===== config.mk =====
export PLATFORM = sky130hd
export DESIGN_NAME = he_op_sequencer
export DESIGN_NICKNAME = d
export VERILOG_FILES = /design/src/rtl/he_pkg.sv /design/src/rtl/he_cmd_fifo.sv /design/src/rtl/he_op_sequencer.sv
export SDC_FILE = /design/constraint.sdc
export NUM_CORES = 1
export LEC_CHECK = 0
export CAP_MARGIN = 40
export CORE_MARGIN = 4
export CORE_UTILIZATION = 37
export CTS_CLUSTER_SIZE = 40
export DETAILED_ROUTE_END_ITERATION = 8
export PLACE_DENSITY_LB_ADDON = 0.3
export SLEW_MARGIN = 20
export SYNTH_ARGS = -nofsm -noshare
export SYNTH_HDL_FRONTEND = slang
export SYNTH_SLANG_ARGS = --single-unit

===== constraint.sdc =====
create_clock -name clk -period 2.99 [get_ports clk]
set_clock_uncertainty 0.1 [all_clocks]
set_input_delay 0.7475 -clock clk [delete_from_list [all_inputs] [get_ports clk]]
set_output_delay 0.7475 -clock clk [all_outputs]
set_load 0.01 [all_outputs]

===== src/rtl/he_pkg.sv =====
// Shared types for the homomorphic-op sequencer: opcodes, sequencer states
// and the per-opcode row count.
package he_pkg;

  typedef enum logic [1:0] {
    OP_ENCRYPT = 2'd0,
    OP_DECRYPT = 2'd1,
    OP_ADD     = 2'd2,
    OP_MULT    = 2'd3
  } he_opcode_t;

  typedef enum logic [1:0] {
    ST_IDLE  = 2'd0,
    ST_ISSUE = 2'd1,
    ST_WAIT  = 2'd2,
    ST_DONE  = 2'd3
  } seq_state_t;

  // Encrypt walks the public-key rows; every other op walks the n+1 rows of a ciphertext.
  function automatic int row_count(logic [1:0] opcode, int dimension, int big_n);
    if (opcode == OP_ENCRYPT) return big_n;
    return dimension + 1;
  endfunction

endpackage


===== src/rtl/he_cmd_fifo.sv =====
// Synchronous command FIFO with registered count; a push is dropped when full,
// even if a pop happens in the same cycle.
module he_cmd_fifo #(
  parameter int WIDTH = 22,
  parameter int DEPTH = 4
) (
  input  logic                       clk,
  input  logic                       rst,
  input  logic                       i_push,
  input  logic [WIDTH-1:0]           i_data,
  input  logic                       i_pop,
  output logic [WIDTH-1:0]           o_data,
  output logic                       o_full,
  output logic                       o_empty,
  output logic [$clog2(DEPTH):0]     o_count
);

  localparam int PW = $clog2(DEPTH);

  logic [WIDTH-1:0] r_mem [DEPTH];
  logic [PW-1:0]    r_wr_ptr;
  logic [PW-1:0]    r_rd_ptr;
  logic [PW:0]      r_count;
  logic             w_do_push;
  logic             w_do_pop;

  assign o_full    = (r_count == (PW+1)'(DEPTH));
  assign o_empty   = (r_count == '0);
  assign o_count   = r_count;
  assign o_data    = r_mem[r_rd_ptr];
  assign w_do_push = i_push && !o_full;
  assign w_do_pop  = i_pop && !o_empty;

  always_ff @(posedge clk) begin
    if (w_do_push) r_mem[r_wr_ptr] <= i_data;
  end

  always_ff @(posedge clk) begin
    if (rst) begin
      r_wr_ptr <= '0;
      r_rd_ptr <= '0;
      r_count  <= '0;
    end else begin
      if (w_do_push) r_wr_ptr <= r_wr_ptr + 1'b1;
      if (w_do_pop)  r_rd_ptr <= r_rd_ptr + 1'b1;
      if (w_do_push && !w_do_pop)      r_count <= r_count + 1'b1;
      else if (!w_do_push && w_do_pop) r_count <= r_count - 1'b1;
    end
  end

endmodule


===== src/rtl/he_op_sequencer.sv =====
// Command-queued HE op sequencer: walks each command's rows LANES per beat
// toward the engines. Define HE_SEQ_PERF_EN to build the busy/stall counters.
module he_op_sequencer
  import he_pkg::*;
#(
  parameter int ADDR_WIDTH = 10,
  parameter int DIMENSION  = 10,
  parameter int BIG_N      = 30,
  parameter int LANES      = 1,
  parameter int CMD_DEPTH  = 4,
  localparam int ROW_WIDTH =
    $clog2(((BIG_N > DIMENSION + 1) ? BIG_N : DIMENSION + 1) + 1)
) (
  input  logic                  clk,
  input  logic                  rst,
  input  logic                  cmd_valid,
  output logic                  cmd_ready,
  input  logic [1:0]            cmd_opcode,
  input  logic [ADDR_WIDTH-1:0] cmd_op1_base,
  input  logic [ADDR_WIDTH-1:0] cmd_op2_base,
  output logic                  issue_valid,
  input  logic                  issue_ready,
  output logic [1:0]            issue_opcode,
  output logic [ROW_WIDTH-1:0]  issue_row,
  output logic [ADDR_WIDTH-1:0] issue_op1_addr,
  output logic [ADDR_WIDTH-1:0] issue_op2_addr,
  output logic [LANES-1:0]      issue_lane_mask,
  output logic                  issue_first,
  output logic                  issue_last,
  input  logic                  dp_done,
  output logic                  op_done,
  output logic [1:0]            done_opcode,
  output logic                  busy,
  output logic                  protocol_err,
  output logic [31:0]           perf_busy_cycles,
  output logic [31:0]           perf_stall_cycles,
  output logic [1:0]            dbg_state
);

  localparam int CMD_W = 2 + 2 * ADDR_WIDTH;

  // Handshakes: a command is taken when cmd_valid && cmd_ready; a beat moves when
  // issue_valid && issue_ready, and the beat is held unchanged until then.
  seq_state_t              r_state;
  seq_state_t              w_next;
  logic [1:0]              r_opcode;
  logic [ADDR_WIDTH-1:0]   r_op1_base;
  logic [ADDR_WIDTH-1:0]   r_op2_base;
  logic [ROW_WIDTH-1:0]    r_row;
  logic [ROW_WIDTH-1:0]    r_rows;
  logic                    r_err;

  logic [CMD_W-1:0]        w_head;
  logic [1:0]              w_h_op;
  logic [ADDR_WIDTH-1:0]   w_h_op1;
  logic [ADDR_WIDTH-1:0]   w_h_op2;
  logic                    w_full;
  logic                    w_empty;
  logic [$clog2(CMD_DEPTH):0] w_count;
  logic                    w_pop;
  logic                    w_advance;
  logic                    w_issue;
  logic                    w_last;
  logic                    w_busy;
  logic [LANES-1:0]        w_mask;

  he_cmd_fifo #(.WIDTH(CMD_W), .DEPTH(CMD_DEPTH)) u_fifo (
    .clk     (clk),
    .rst     (rst),
    .i_push  (cmd_valid),
    .i_data  ({cmd_opcode, cmd_op1_base, cmd_op2_base}),
    .i_pop   (w_pop),
    .o_data  (w_head),
    .o_full  (w_full),
    .o_empty (w_empty),
    .o_count (w_count)
  );

  assign {w_h_op, w_h_op1, w_h_op2} = w_head;

  assign w_issue = (r_state == ST_ISSUE);
  assign w_last  = (32'(r_row) + 32'(LANES) >= 32'(r_rows));
  assign w_busy  = (r_state != ST_IDLE) || (w_count != '0);

  always_comb begin
    w_next    = r_state;
    w_pop     = 1'b0;
    w_advance = 1'b0;
    case (r_state)
      ST_IDLE:  if (!w_empty) begin
                  w_pop  = 1'b1;
                  w_next = ST_ISSUE;
                end
      ST_ISSUE: if (issue_ready) begin
                  if (w_last) w_next    = ST_WAIT;
                  else        w_advance = 1'b1;
                end
      ST_WAIT:  if (dp_done) w_next = ST_DONE;
      ST_DONE:  w_next = ST_IDLE;
      default:  w_next = ST_IDLE;
    endcase
  end

  always_ff @(posedge clk) begin
    if (rst) r_state <= ST_IDLE;
    else     r_state <= w_next;
  end

  always_ff @(posedge clk) begin
    if (rst) begin
      r_opcode   <= '0;
      r_op1_base <= '0;
      r_op2_base <= '0;
      r_row      <= '0;
      r_rows     <= '0;
      r_err      <= 1'b0;
    end else begin
      if (w_pop) begin
        r_opcode   <= w_h_op;
        r_op1_base <= w_h_op1;
        r_op2_base <= w_h_op2;
        r_row      <= '0;
        r_rows     <= ROW_WIDTH'(row_count(w_h_op, DIMENSION, BIG_N));
      end else if (w_advance) begin
        r_row <= ROW_WIDTH'(32'(r_row) + 32'(LANES));
      end
      // A completion outside WAIT has no command to retire; flag it until reset.
      if (dp_done && r_state != ST_WAIT) r_err <= 1'b1;
    end
  end

  always_comb begin
    w_mask = '0;
    for (int k = 0; k < LANES; k++)
      w_mask[k] = w_issue && (32'(r_row) + 32'(k) < 32'(r_rows));
  end

  assign cmd_ready       = !w_full;
  assign issue_valid     = w_issue;
  assign issue_opcode    = r_opcode;
  assign issue_row       = r_row;
  assign issue_op1_addr  = r_op1_base + ADDR_WIDTH'(r_row);
  assign issue_op2_addr  = r_op2_base + ADDR_WIDTH'(r_row);
  assign issue_lane_mask = w_mask;
  assign issue_first     = w_issue && (r_row == '0);
  assign issue_last      = w_issue && w_last;
  assign op_done         = (r_state == ST_DONE);
  assign done_opcode     = op_done ? r_opcode : 2'b00;
  assign busy            = w_busy;
  assign protocol_err    = r_err;
  assign dbg_state       = r_state;

`ifdef HE_SEQ_PERF_EN
  logic [31:0] r_perf_busy;
  logic [31:0] r_perf_stall;

  always_ff @(posedge clk) begin
    if (rst) begin
      r_perf_busy  <= '0;
      r_perf_stall <= '0;
    end else begin
      if (w_busy && r_perf_busy != '1) r_perf_busy <= r_perf_busy + 1'b1;
      if (w_issue && !issue_ready && r_perf_stall != '1)
        r_perf_stall <= r_perf_stall + 1'b1;
    end
  end

  assign perf_busy_cycles  = r_perf_busy;
  assign perf_stall_cycles = r_perf_stall;
`else
  assign perf_busy_cycles  = '0;
  assign perf_stall_cycles = '0;
`endif

endmodule

==> results of run 1 <==
## area by class of cell
class / instances / area share
flip-flops and latches: 130 / 0.434
multi-input cells: 338 / 0.326
repair buffers: 114 / 0.119
clock buffers: 19 / 0.0538
well taps: 220 / 0.0342
clock inverters: 13 / 0.0200
inverters: 28 / 0.0131
## flip-flops by register name, summed over array words and instances, names as in the netlist, named ones only
name	cells
r_op2_base	10
u_fifo.r_rd_ptr	2
dbg_state	2
r_op1_base	10
protocol_err	1
issue_opcode	2
u_fifo.r_mem	88
u_fifo.r_wr_ptr	2
r_rows	3
u_fifo.o_count	3
issue_row	5
## how the worst max path moves through the flow
stage,startpoint,endpoint,slack [ns],depth (start not counted)
5_1_grt,issue_row[0],issue_op1_addr[8],-0.27,10
3_5_place_dp,issue_row[0],issue_op1_addr[6],-0.35,10
3_3_place_gp,issue_row[0],issue_op1_addr[8],-0.31,10
4_1_cts,issue_row[0],issue_last,-0.24,9
2_1_floorplan,issue_row[1],issue_last,0.13,7
6_report,issue_row[0],issue_last,-0.15,9
## layer usage
layer  vias to the layer above  track usage  wire length [um]
li1                       1950            -                 -
met1                      1928        0.150              5390
met2                       142        0.238              6560
met3                        16       0.0445               863
met4                         0       0.0448               209
met5                         -            0                 0
## critical path: cells and delay by family, from the launching register on
family,cells,cell delay [ns]
AO/OA/AOI/OAI,3,0.46
XOR/XNOR,1,0.15
adder cells (fa/ha/maj),2,0.52
buffers and inverters,2,0.31
flip-flops,1,0.36
AND/OR/NAND/NOR,1,0.10
## where the power goes
part           internal (mW)  total, mW  leakage (nW)  switching [mW]
registers               2.24       2.49          1.15           0.246
logic                   1.08       2.28          1.62            1.20
clock network           1.31       2.06         0.279           0.746
total                   4.64       6.82          3.06            2.19
## cells in the mapped netlist (all sizes together) (2+ instances only)
| master | number | share of area |
|---|---|---|
| or4 | 2 | 0.0024 |
| fa | 3 | 0.0095 |
| a31oi | 2 | 0.0043 |
| buf | 73 | 0.083 |
| and3 | 6 | 0.0069 |
| nor3b | 8 | 0.0095 |
| clkbuf | 8 | 0.0047 |
| o311ai | 4 | 0.0055 |
| a21o | 2 | 0.0024 |
| a211oi | 4 | 0.0047 |
| ha | 32 | 0.063 |
| nor2 | 18 | 0.011 |
| o31ai | 2 | 0.0024 |
| and2 | 4 | 0.0039 |
| a21oi | 35 | 0.028 |
| xnor2 | 14 | 0.019 |
| a21boi | 3 | 0.0035 |
| nor2b | 4 | 0.0039 |
| mux2i | 4 | 0.0063 |
| o2111ai | 2 | 0.0028 |
| dfxtp | 42 | 0.13 |
| nand3 | 6 | 0.0055 |
| nor3 | 5 | 0.0039 |
| nand2 | 60 | 0.035 |
| xor2 | 4 | 0.0055 |
| o21a | 3 | 0.0035 |
| inv | 27 | 0.016 |
| edfxtp | 88 | 0.42 |
| nand4 | 2 | 0.0020 |
| mux4 | 22 | 0.078 |
| o21ai | 14 | 0.011 |
## cell families after synthesis
logic type	count (synthesis)
buffers and inverters	109
and+or+nand+nor	119
AOI/OAI and AO/OA	76
adders and majority gates	35
DFF	130
xor gates and xnor gates	18
muxes	26
other	1
## what timing repair did
item / 4_1_cts / 5_1_grt
gates resized for setup: 90 / 36
endpoints found under the setup margin: 20 / 16
buffers inserted: 2 / 5
pin swaps: 12 / 19
==> results.sh, run 1 <==
export IMPL_outcome="finished with violations"
export IMPL_violations="setup timing"
export IMPL_layout_commonest_cell="edfxtp_1"
export IMPL_design_area_mm2=0.00805
export IMPL_muxShareOfSynthArea=0.0844
export IMPL_ys_ff_latch=130
export IMPL_cts_tree="done"
export IMPL_wl_per_cell_um=15.1
export IMPL_crit_chain="buf_4 -> ha_2 -> xor2_1 -> ha_1 -> nand3_1 -> o22ai_2 -> o21ai_2 -> a21boi_1 -> buf_2"
export IMPL_syn_inst=514
export IMPL_antenna_left=0
export IMPL_cts_buffer_depth=2
export IMPL_grt_overflow_total=0
export IMPL_worstMarginPinSlew_ns=0.556
export IMPL_drt_initial_drc_count=123
export IMPL_synth_edf_count=88
export IMPL_firstDrtPassIters=4
export IMPL_layout_common_cells="edfxtp_1 (88), conb_1 (64), nand2_1 (60), clkdlybuf4s50_1 (46), buf_4 (44)"
export IMPL_port_buffers=65
export IMPL_worst_hold_slack_ns=0.357
export IMPL_cts_root_buf="clkbuf_16"
export IMPL_layout_area_overhead_vs_synth_pct=26.9
export IMPL_nFillCells=1445
export IMPL_dpl_cell_area_mm2=0.00727
export IMPL_ir_drop_uv=477
export IMPL_arrival_ns=2.29
export IMPL_hold_path_class="flip-flop to flip-flop"
export IMPL_power_density_mw_per_mm2=848
export IMPL_synth_cell_types=49
export IMPL_final_util=0.482
export IMPL_tns_ns=-0.403
export IMPL_rows=47
export IMPL_rr_endpoint="issue_row[4]"
export IMPL_slowest_delay_ns=0.36
export IMPL_synthXorXnorAreaFrac=0.0248
export IMPL_ys_flop_type="edfxtp_1"
export IMPL_min_period_ns=3.14
export IMPL_clkLatencyLatePin_ns=0.41
export IMPL_die_h_um=139
export IMPL_die_w_um=139
export IMPL_rr_startpoint="issue_row[0]"
export IMPL_slew_violations=0
export IMPL_synth_async_reset_ratio=0
export IMPL_worst_path_max_delay_cell="dfxtp_4"
export IMPL_antenna_found_initial=0
export IMPL_instances_no_fill=862
export IMPL_rsz0062_at_grt="true"
export IMPL_fin_ws_ns=-0.147
export IMPL_r2r_slack_ns=0.24
export IMPL_hold_viol=0
export IMPL_avgSynthCellArea_um2=12.3
export IMPL_die_area_mm2=0.0193
export IMPL_via_per_inst=4.68
export IMPL_grt_pass1_vias=4065
export IMPL_cp_end_kind="primary output"
export IMPL_io_pin_count=130
export IMPL_fin_total_pwr_mw=6.82
export IMPL_regArea_mm2=0.00349
export IMPL_synth_simple_area_share=0.0887
export IMPL_worstSetupPathType="flip-flop to primary output"
export IMPL_multiInputGateArea_mm2=0.00263
export IMPL_min_delay_path_depth=2
export IMPL_holdCritStartpoint="r_op2_base[4]"
export IMPL_slew_headroom=0.629
export IMPL_ctsHoldBuffers=0
export IMPL_cts_made_buffers=17
export IMPL_clkSinkCount=130
export IMPL_dp_slack_ns=-0.355
export IMPL_initial_core_util=0.380
export IMPL_wirelength_mm=13.0
export IMPL_core_mm2=0.0167
export IMPL_n_antenna_cell=0
export IMPL_max_clock_freq_mhz=319
export IMPL_critPathLaunchType="flip-flop"
export IMPL_critPathMaxFanout=7
export IMPL_track_usage=0.134
export IMPL_grt_max_degree=27
export IMPL_leakage_nw=3.06
export IMPL_fin_crit_sh=1.05
export IMPL_cts_max_level=4
export IMPL_setup_viol_count_final=4
export IMPL_layout_drive_gt1_share=0.241
export IMPL_whs_endpoint="r_op2_base[4]"
export IMPL_synth_top_family_by_area="buffers and inverters"
export IMPL_cap_violations=0
export IMPL_yosysSeqAreaShare=0.549
export IMPL_synth_warnings=0
export IMPL_grt_pass1_wl_mm=20.5
export IMPL_numPlacedInstances=824
export IMPL_synthAdderAreaFrac=0.0726
export IMPL_drc=0
export IMPL_synth_compound_area_frac=0.0755
export IMPL_path_clk_slew_ns=0.05
export IMPL_required_ns=2.14
export IMPL_nets=691
export IMPL_synth_area_mm2=0.00634
export IMPL_num_vias=4036
export IMPL_gp_congestion=0.778
export IMPL_reg2reg_depth=11
export IMPL_dpl_hpwl_mm=9.16
Power figures use the tool's default switching activity.
==> run 2: changes to the inputs <==
--- a/config.mk
+++ b/config.mk
@@ -6,6 +6,8 @@
 export NUM_CORES = 1
 export LEC_CHECK = 0
 export CAP_MARGIN = 40
+export CELL_PAD_IN_SITES_DETAIL_PLACEMENT = 1
+export CELL_PAD_IN_SITES_GLOBAL_PLACEMENT = 1
 export CORE_MARGIN = 4
 export CORE_UTILIZATION = 37
 export CTS_CLUSTER_SIZE = 40
==> run 2 against run 1 <==
Compared with the run above:
- the run still ends with setup timing left
- register-to-register slack gained 0.13 ns
- first-iteration DRC count rose by 37%
- clock-buffer cell count decreased by 1
- sequential share of layout area fell by 0.25 points
- global-route usage increased by 1.7 points
- non-clock buffer count decreased by 1
- utilization is 0.24 points higher
- critical path depth is 1 higher
- combinational power grew 6%
- critical path type unchanged
- critical endpoint is now issue_op1_addr[6]
==> results.sh, run 2 (same netlist as run 1, synthesis figures left out) <==
export IMPL_outcome="finished with violations"
export IMPL_violations="setup timing"
export IMPL_clkSinkCount=130
export IMPL_worstMarginPinSlew_ns=0.528
export IMPL_hold_viol=0
export IMPL_layout_area_overhead_vs_synth_pct=27.5
export IMPL_dpl_hpwl_mm=9.85
export IMPL_arrival_ns=2.25
export IMPL_port_buffers=65
export IMPL_initial_core_util=0.380
export IMPL_final_util=0.484
export IMPL_cts_tree="done"
export IMPL_wirelength_mm=14.6
export IMPL_path_clk_slew_ns=0.06
export IMPL_layout_drive_gt1_share=0.257
export IMPL_grt_max_degree=35
export IMPL_max_clock_freq_mhz=322
export IMPL_fin_crit_sh=1.04
export IMPL_cts_root_buf="clkbuf_16"
export IMPL_via_per_inst=4.79
export IMPL_antenna_left=0
export IMPL_regMostFlops="u_fifo.r_mem"
export IMPL_rows=47
export IMPL_antenna_found_initial=0
export IMPL_core_mm2=0.0167
export IMPL_required_ns=2.14
export IMPL_cts_made_buffers=17
export IMPL_layout_common_cells="edfxtp_1 (88), conb_1 (64), nand2_1 (60), clkdlybuf4s50_1 (47), buf_4 (43)"
export IMPL_cts_buffer_depth=2
export IMPL_die_h_um=139
export IMPL_cts_max_level=4
export IMPL_nets=690
export IMPL_slew_violations=0
export IMPL_rsz0062_at_grt="true"
export IMPL_die_area_mm2=0.0193
export IMPL_drt_initial_drc_count=169
export IMPL_r2r_slack_ns=0.37
export IMPL_worstSetupPathType="flip-flop to primary output"
export IMPL_layout_commonest_cell="edfxtp_1"
export IMPL_fin_ws_ns=-0.112
export IMPL_critPathLaunchType="flip-flop"
export IMPL_clkLatencyLatePin_ns=0.41
export IMPL_cp_end_kind="primary output"
export IMPL_grt_overflow_total=0
export IMPL_hold_path_class="flip-flop to flip-flop"
export IMPL_ir_drop_uv=417
export IMPL_setup_viol_count_final=7
export IMPL_grt_pass1_vias=4318
export IMPL_critPathMaxFanout=3
export IMPL_grt_pass1_wl_mm=23.0
export IMPL_num_vias=4126
export IMPL_worst_hold_slack_ns=0.365
export IMPL_track_usage=0.151
export IMPL_n_antenna_cell=0
export IMPL_io_pin_count=130
export IMPL_slew_headroom=0.648
export IMPL_cap_violations=0
export IMPL_biggestRegsByFlops="u_fifo.r_mem (88), r_op1_base (10), r_op2_base (10)"
export IMPL_gp_congestion=0.815
export IMPL_die_w_um=139
export IMPL_drc=0
export IMPL_leakage_nw=3.07
export IMPL_largest_reg_flops=88
export IMPL_wl_per_cell_um=16.9
export IMPL_power_density_mw_per_mm2=845
export IMPL_firstDrtPassIters=4
export IMPL_min_period_ns=3.10
run 2: cell count changes in the layout (fill, tap and decap cells not counted), moves of 3 or more:
cell	delta
ha_1	-5
inv_6	+5
buf_2	+3
clkinvlp_4	-3
ha_4	+3
clkbuf_2	-3
run 2: final timing paths:
check	start	endpoint	cells after the start
setup / recovery	issue_row[0]	issue_op1_addr[6]	10
hold / removal	r_op2_base[2]	r_op2_base[2]	2
setup reg to reg	issue_row[0]	issue_row[4]	10
hold reg to reg	r_op2_base[2]	r_op2_base[2]	2
run 2: critical path: stages (launching register included):
cell	delay, ns
dfxtp_2	0.34
buf_6	0.10
ha_4	0.13
inv_2	0.04
fa_2	0.34
nor2b_2	0.14
o21ai_2	0.07
a21boi_2	0.21
o21ai_1	0.10
xnor2_1	0.18
buf_2	0.18
run 2: through the flow:
step	instance area, um^2	TNS [ns]	worst slack (ns)	total power [mW]	cells
6_report	8090	-0.481	-0.112	6.84	861
5_1_grt	8090	-2.01	-0.280	7.29	861
4_1_cts	7910	-0.602	-0.162	6.81	856
3_5_place_dp	7230	-2.56	-0.274	4.83	818
3_3_place_gp	7230	-1.75	-0.215	4.73	818
2_1_floorplan	6580	0	0.128	3.89	577
run 2: routing by layer:
layer | vias to the layer above | GRT usage | part of all wire
met5 | - | 0 | 0
met4 | 0 | 0.0633 | 0.023
met3 | 26 | 0.0345 | 0.055
met2 | 130 | 0.268 | 0.52
met1 | 2023 | 0.176 | 0.40
li1 | 1947 | - | -
run 2: repair_timing:
item	CTS	global route
endpoints found under the hold margin	0	0
hold buffers	0	0
gates resized for setup	112	32
buffers inserted	6	6
pin swaps	14	28
endpoints found under the setup margin	19	18
run 2: power by group:
group          switching, mW  internal (mW)  total (mW)  leakage [nW]
Clock                  0.781           1.15        1.94         0.273
Sequential             0.247           2.24        2.49          1.15
Combinational           1.28           1.13        2.41          1.65
run 2: final cells by class:
class | instances | area [um^2]
tap | 220 | 275
clock inverter | 14 | 128
fill | 1763 | 8610
clock buffer | 18 | 429
timing repair buffer | 113 | 957
inverter | 28 | 108
sequential | 130 | 3490
multi-input combinational | 338 | 2710
